## config.mk

```make
export PLATFORM = sky130hd
export DESIGN_NAME = spi_master_cfg
export DESIGN_NICKNAME = d
export VERILOG_FILES = /design/src/rtl/spi_master_cfg.sv
export SDC_FILE = /design/constraint.sdc
export NUM_CORES = 1
export LEC_CHECK = 0
export ABC_CLOCK_PERIOD_IN_PS = 7000
export BUFFER_PORTS_ARGS = -buffer_cell sky130_fd_sc_hd__clkbuf_2
export CAP_MARGIN = 20
export CORE_AREA = 4 4 64 66
export DETAILED_ROUTE_END_ITERATION = 12
export DIE_AREA = 0 0 68 70
export PLACE_DENSITY_LB_ADDON = 0.12
export REMOVE_ABC_BUFFERS = 1
export SETUP_SLACK_MARGIN = 0.02
export SLEW_MARGIN = 20
export SYNTH_ARGS = -nofsm -noshare
export SYNTH_HDL_FRONTEND = slang
export SYNTH_SLANG_ARGS = --single-unit
```

## constraint.sdc

```tcl
create_clock -name clk_in -period 7 [get_ports clk_in]
set_clock_uncertainty 0.2 [all_clocks]
set_input_delay 0 -clock clk_in [delete_from_list [all_inputs] [get_ports clk_in]]
set_output_delay 0 -clock clk_in [all_outputs]
set_load 0.01 [all_outputs]
```

## src/rtl/spi_master_cfg.sv

```systemverilog
// spi_master_cfg: SPI master with independent TX/RX frame lengths, all four CPOL/CPHA modes and a PC/BUSY/DONE handshake.
// Optional macro SPI_MASTER_LSB_FIRST_EN adds an LSB_FIRST input that selects LSB-first bit order.
module spi_master_cfg #(
  parameter int frame_length_MOSI = 8,
  parameter int frame_length_MISO = 8,
  parameter int clk_prescaler     = 4
) (
  input  logic                         clk_in,
  input  logic                         rst_n,
  input  logic                         PC,
  input  logic                         CPOL,
  input  logic                         CPHA,
`ifdef SPI_MASTER_LSB_FIRST_EN
  input  logic                         LSB_FIRST,
`endif
  input  logic [frame_length_MOSI-1:0] DATA_out,
  input  logic                         MISO,
  output logic                         SCLK,
  output logic                         MOSI,
  output logic                         SS_n,
  output logic                         BUSY,
  output logic                         DONE,
  output logic [frame_length_MISO-1:0] DATA_in
);
  // state | meaning
  // IDLE  | SS_n high, SCLK follows CPOL, waiting for a PC rising edge
  // SETUP | SS_n low, first MOSI bit presented for one prescale period
  // SHIFT | 2N SCLK edges, one at the start of each prescale period
  // HOLD  | SCLK at CPOL, SS_n released on its final cycle

  localparam int LM = frame_length_MOSI;
  localparam int LS = frame_length_MISO;
  localparam int N  = (LM > LS) ? LM : LS;
  localparam int EW = $clog2(2*N + 1);
  localparam int PW = (clk_prescaler > 1) ? $clog2(clk_prescaler) : 1;
  localparam logic [EW-1:0] LAST_EDGE = EW'(2*N);
  localparam logic [PW-1:0] PRE_LOAD  = PW'(clk_prescaler - 1);

  typedef enum logic [1:0] {IDLE, SETUP, SHIFT, HOLD} state_t;
  state_t state, state_nxt;

  logic [PW-1:0] cnt;
  logic [EW-1:0] edge_cnt;
  logic          sclk_q, pc_q, done_q, cpha_q;
  logic [N-1:0]  tx_q, load_word;
  logic [LS-1:0] rx_q, data_in_q;
  logic          lsb_q, lsb_load;
  logic          start, tc, last_edge, do_edge, sample, advance;

`ifdef SPI_MASTER_LSB_FIRST_EN
  always_ff @(posedge clk_in) begin
    if (!rst_n)     lsb_q <= 1'b0;
    else if (start) lsb_q <= LSB_FIRST;
  end
  assign lsb_load = LSB_FIRST;
`else
  assign lsb_q    = 1'b0;
  assign lsb_load = 1'b0;
`endif

  assign start     = (state == IDLE) && PC && !pc_q;
  assign tc        = (cnt == '0);
  assign last_edge = (edge_cnt == LAST_EDGE);
  assign do_edge   = tc && ((state == SETUP) || ((state == SHIFT) && !last_edge));
  // edge_cnt even means the upcoming edge is odd, i.e. a leading edge
  assign sample    = ~edge_cnt[0] ^ cpha_q;
  assign advance   = !sample && (cpha_q ? (edge_cnt != '0) : (edge_cnt != LAST_EDGE - 1'b1));

  // Frame bit k sits at tx_q[N-1-k]; pad bits beyond the MOSI length stay zero
  always_comb begin
    load_word = '0;
    for (int k = 0; k < LM; k++)
      load_word[N-1-k] = lsb_load ? DATA_out[k] : DATA_out[LM-1-k];
  end

  always_ff @(posedge clk_in) begin
    if (!rst_n) state <= IDLE;
    else        state <= state_nxt;
  end

  always_comb begin
    state_nxt = state;
    case (state)
      IDLE:    if (start) state_nxt = SETUP;
      SETUP:   if (tc) state_nxt = SHIFT;
      SHIFT:   if (tc && last_edge) state_nxt = HOLD;
      HOLD:    if (tc) state_nxt = IDLE;
      default: state_nxt = IDLE;
    endcase
  end

  always_comb begin
    BUSY = 1'b1;
    SS_n = 1'b0;
    MOSI = tx_q[N-1];
    case (state)
      IDLE: begin
        BUSY = 1'b0;
        SS_n = 1'b1;
        MOSI = 1'b0;
      end
      HOLD:    SS_n = tc;
      default: ;
    endcase
  end

  assign SCLK    = sclk_q;
  assign DONE    = done_q;
  assign DATA_in = data_in_q;

  always_ff @(posedge clk_in) begin
    if (!rst_n) begin
      pc_q      <= 1'b1;
      cnt       <= '0;
      edge_cnt  <= '0;
      sclk_q    <= 1'b0;
      tx_q      <= '0;
      rx_q      <= '0;
      data_in_q <= '0;
      done_q    <= 1'b0;
      cpha_q    <= 1'b0;
    end else begin
      pc_q   <= PC;
      done_q <= (state == HOLD) && tc;
      if (state == IDLE) begin
        sclk_q <= CPOL;
        if (start) begin
          cnt      <= PRE_LOAD;
          edge_cnt <= '0;
          cpha_q   <= CPHA;
          tx_q     <= load_word;
          rx_q     <= '0;
        end
      end else begin
        cnt <= tc ? PRE_LOAD : cnt - 1'b1;
        if (do_edge) begin
          sclk_q   <= ~sclk_q;
          edge_cnt <= edge_cnt + 1'b1;
          if (sample)
            rx_q <= lsb_q ? ((rx_q >> 1) | (LS'(MISO) << (LS-1))) : ((rx_q << 1) | LS'(MISO));
          if (advance)
            tx_q <= tx_q << 1;
        end
        if ((state == HOLD) && tc)
          data_in_q <= rx_q;
      end
    end
  end

endmodule
```

==> flow_metrics.tcl <==
set metrics [dict create \
    status "completed" \
    hold_ws_ns 0.0311 \
    hold_path.class "primary input to register" \
    drc 0 \
    fillers 329 \
    p_per_area_mw_per_mm2 277 \
    antenna_cells 0 \
    cts_sinks 37 \
    critPathMaxFanout 25 \
    crit_chain "inv_1 > ha_1 > clkinv_1 > o211ai_2 > nand2_2 > mux2i_1" \
    gr-total-overflow 0 \
    cts_inserted_buffers 5 \
    seq_area_frac_synth 0.395 \
    cts_buffer_depth 2 \
    cp_num_buf_inv 2 \
    max-slew-margin-rel 0.260 \
    die_h_um 70 \
    drtAntennaViolNets 0 \
    cts-root-buf "clkbuf_4" \
    design.core.area_sq_mm 0.00358 \
    worstPathArrival_ns 3.50 \
    finalCoreUtilization 0.609 \
    critPathKind "register to register" \
    clk_latency_ns 0.34 \
    fmax_mhz 287 \
    critical-path-top-delay-family "adder cells" \
    ctsResizeCount 0 \
    syn_area_per_cell_sq_um 9.53 \
    via_per_inst 5.43 \
    power_leakage_nw 1.03 \
    rsz0062_at_grt "no" \
    end_kind "register" \
    synth_async_sr_flop_share 0 \
    ir_drop_mv 0.105 \
    drtIter0Drc 57 \
    place.gp.congestion 0.734 \
    finalSetupTns_ns 0 \
    synth_top_area_cell "dfxtp_1" \
    placed_cell_area_sq_mm 0.00199 \
    clkTransAtPathRegs_ns 0.10 \
    dp_hpwl_um 2540 \
    io_pins 27 \
    finalMaxSlewViolations 0 \
    yosys-top-cells-count "dfxtp_1 (37), mux2i_1 (27), nor2_1 (17)" \
    num_rows 22 \
    routedWlPerCell_um 13.4 \
    die_w_um 68 \
    yosys_warnings 0 \
    finalHoldViolations 0 \
    syn_inst 197 \
    dr.pass1.iters 4 \
    synth-edff-count 0 \
    route.vias.total 1505 \
    cap_violations 0 \
    worst_pin_slew_ns 1.11 \
    synth.most_common_cell "dfxtp_1" \
    netlist.area_leader.share 0.395 \
    grt_max_degree 34 \
    start_kind "register" \
    critPathSlowestCell "ha_1" \
    fin_crit_ns 3.48 \
    synth_ff_type "dfxtp_1" \
    first_global_vias 1431 \
    areaGrowthSynthToFinish_pct 16.2 \
    drive_gt1_frac 0.197 \
    grt_pass1_wl_um 6280 \
    cpPeakStageDelay_ns 0.91 \
    setup_viol 0 \
    finalCritPeriodShare 0.497 \
    synth_area_leaders "dfxtp_1 (39%), mux2i_1 (14%), ha_1 (6.0%)" \
    cp.required_ns 7.02 \
    fin_nets 251 \
    antenna_found_initial 0 \
    htree_levels 2 \
    cts_tree "done" \
    track_usage 0.171 \
    ys_ff_latch 37 \
    synth_cell_types 44 \
    start_util 0.524 \
    stdcell_area_sq_mm 0.00218 \
    dieArea_sq_mm 0.00476 \
    portBuffers 26 \
    wirelength_um 3720 \
    synth_area_sq_mm 0.00188 \
]
-- where the power goes --
group          switching (mW)  internal [mW]
clock network          0.0692         0.0582
logic                   0.143         0.0895
registers              0.0136          0.231
total                   0.226          0.379
-- per-stage QoR --
step	total power, mW	std cells	setup slack (ns)
detailed placement	0.476	257	3.57
finish	0.605	277	3.52
floorplan	0.420	183	4.14
global placement	0.465	257	3.72
CTS	0.611	277	3.53
global route	0.645	277	3.26
-- registers in the layout, indices dropped and copies added, names as in the netlist --
name	count
rx_q	8
tx_q	8
SCLK	1
cnt	2
cpha_q	1
pc_q	1
edge_cnt	5
DONE	1
DATA_in	8
state	2
-- layout make-up --
type / instances / area, sq um / share of cell area
multi-input cells: 137 / 1030 / 0.470
flip-flops and latches: 37 / 741 / 0.340
repair buffers: 38 / 250 / 0.115
clock buffers: 7 / 65.1 / 0.0298
well taps: 48 / 60.1 / 0.0275
inverters: 9 / 33.8 / 0.0155
clock inverters: 1 / 5.00 / 0.00229
-- routing by layer --
metal,routed length (um),global-route usage,share of wire,vias up
li1,-,-,-,766
met1,1570,0.187,0.42,707
met2,1950,0.302,0.52,28
met3,164,0.0482,0.044,4
met4,36,0.0662,0.0097,0
met5,0,0,0,-
-- logic make-up after synthesis --
group / after synthesis / synth area share
flops: 37 / 0.395
mux: 27 / 0.144
simple gates: 67 / 0.188
buf+inv: 23 / 0.0587
fa+ha+maj: 9 / 0.0600
xor+xnor: 1 / 0.00467
compound gates: 33 / 0.150
-- worst reg2reg max path: cells and delay by family (launching register included) --
kind            cells  cell delay [ns]
simple gates        1             0.33
buf+inv             2             0.85
compound gates      1             0.52
mux                 1             0.20
fa+ha+maj           1             0.91
flops               1             0.36
-- repair_timing --
item                      in CTS  in global routing
hold endpoints to repair      12                  0
setup buffers                  0                  0
hold buffers                  12                  0
-- final timing paths --
check                           slack, ns     start  endpoint  depth (start not counted)
worst max-delay path                 3.52  state[0]   rx_q[6]                          6
worst min-delay path                 0.03     rst_n      pc_q                          2
worst max register to register       3.52  state[0]   rx_q[6]                          6
worst min register to register       0.28   rx_q[7]   rx_q[7]                          2
-- cells in the final DEF (no fill, tap or decap), types with 3 or more instances in the layout --
cell type and instances:
dfxtp_1 37, a31oi_1 3, dlygate4sd3_1 12, nand2_1 15, o21ai_0 3, and3_1 5
mux2i_1 27, nand3_1 13, a21oi_1 6, clkbuf_4 5, clkbuf_2 26, nor2_1 17
ha_1 9, inv_1 7, a311oi_1 6
Note: power is estimated with default switching activity, not from simulation.
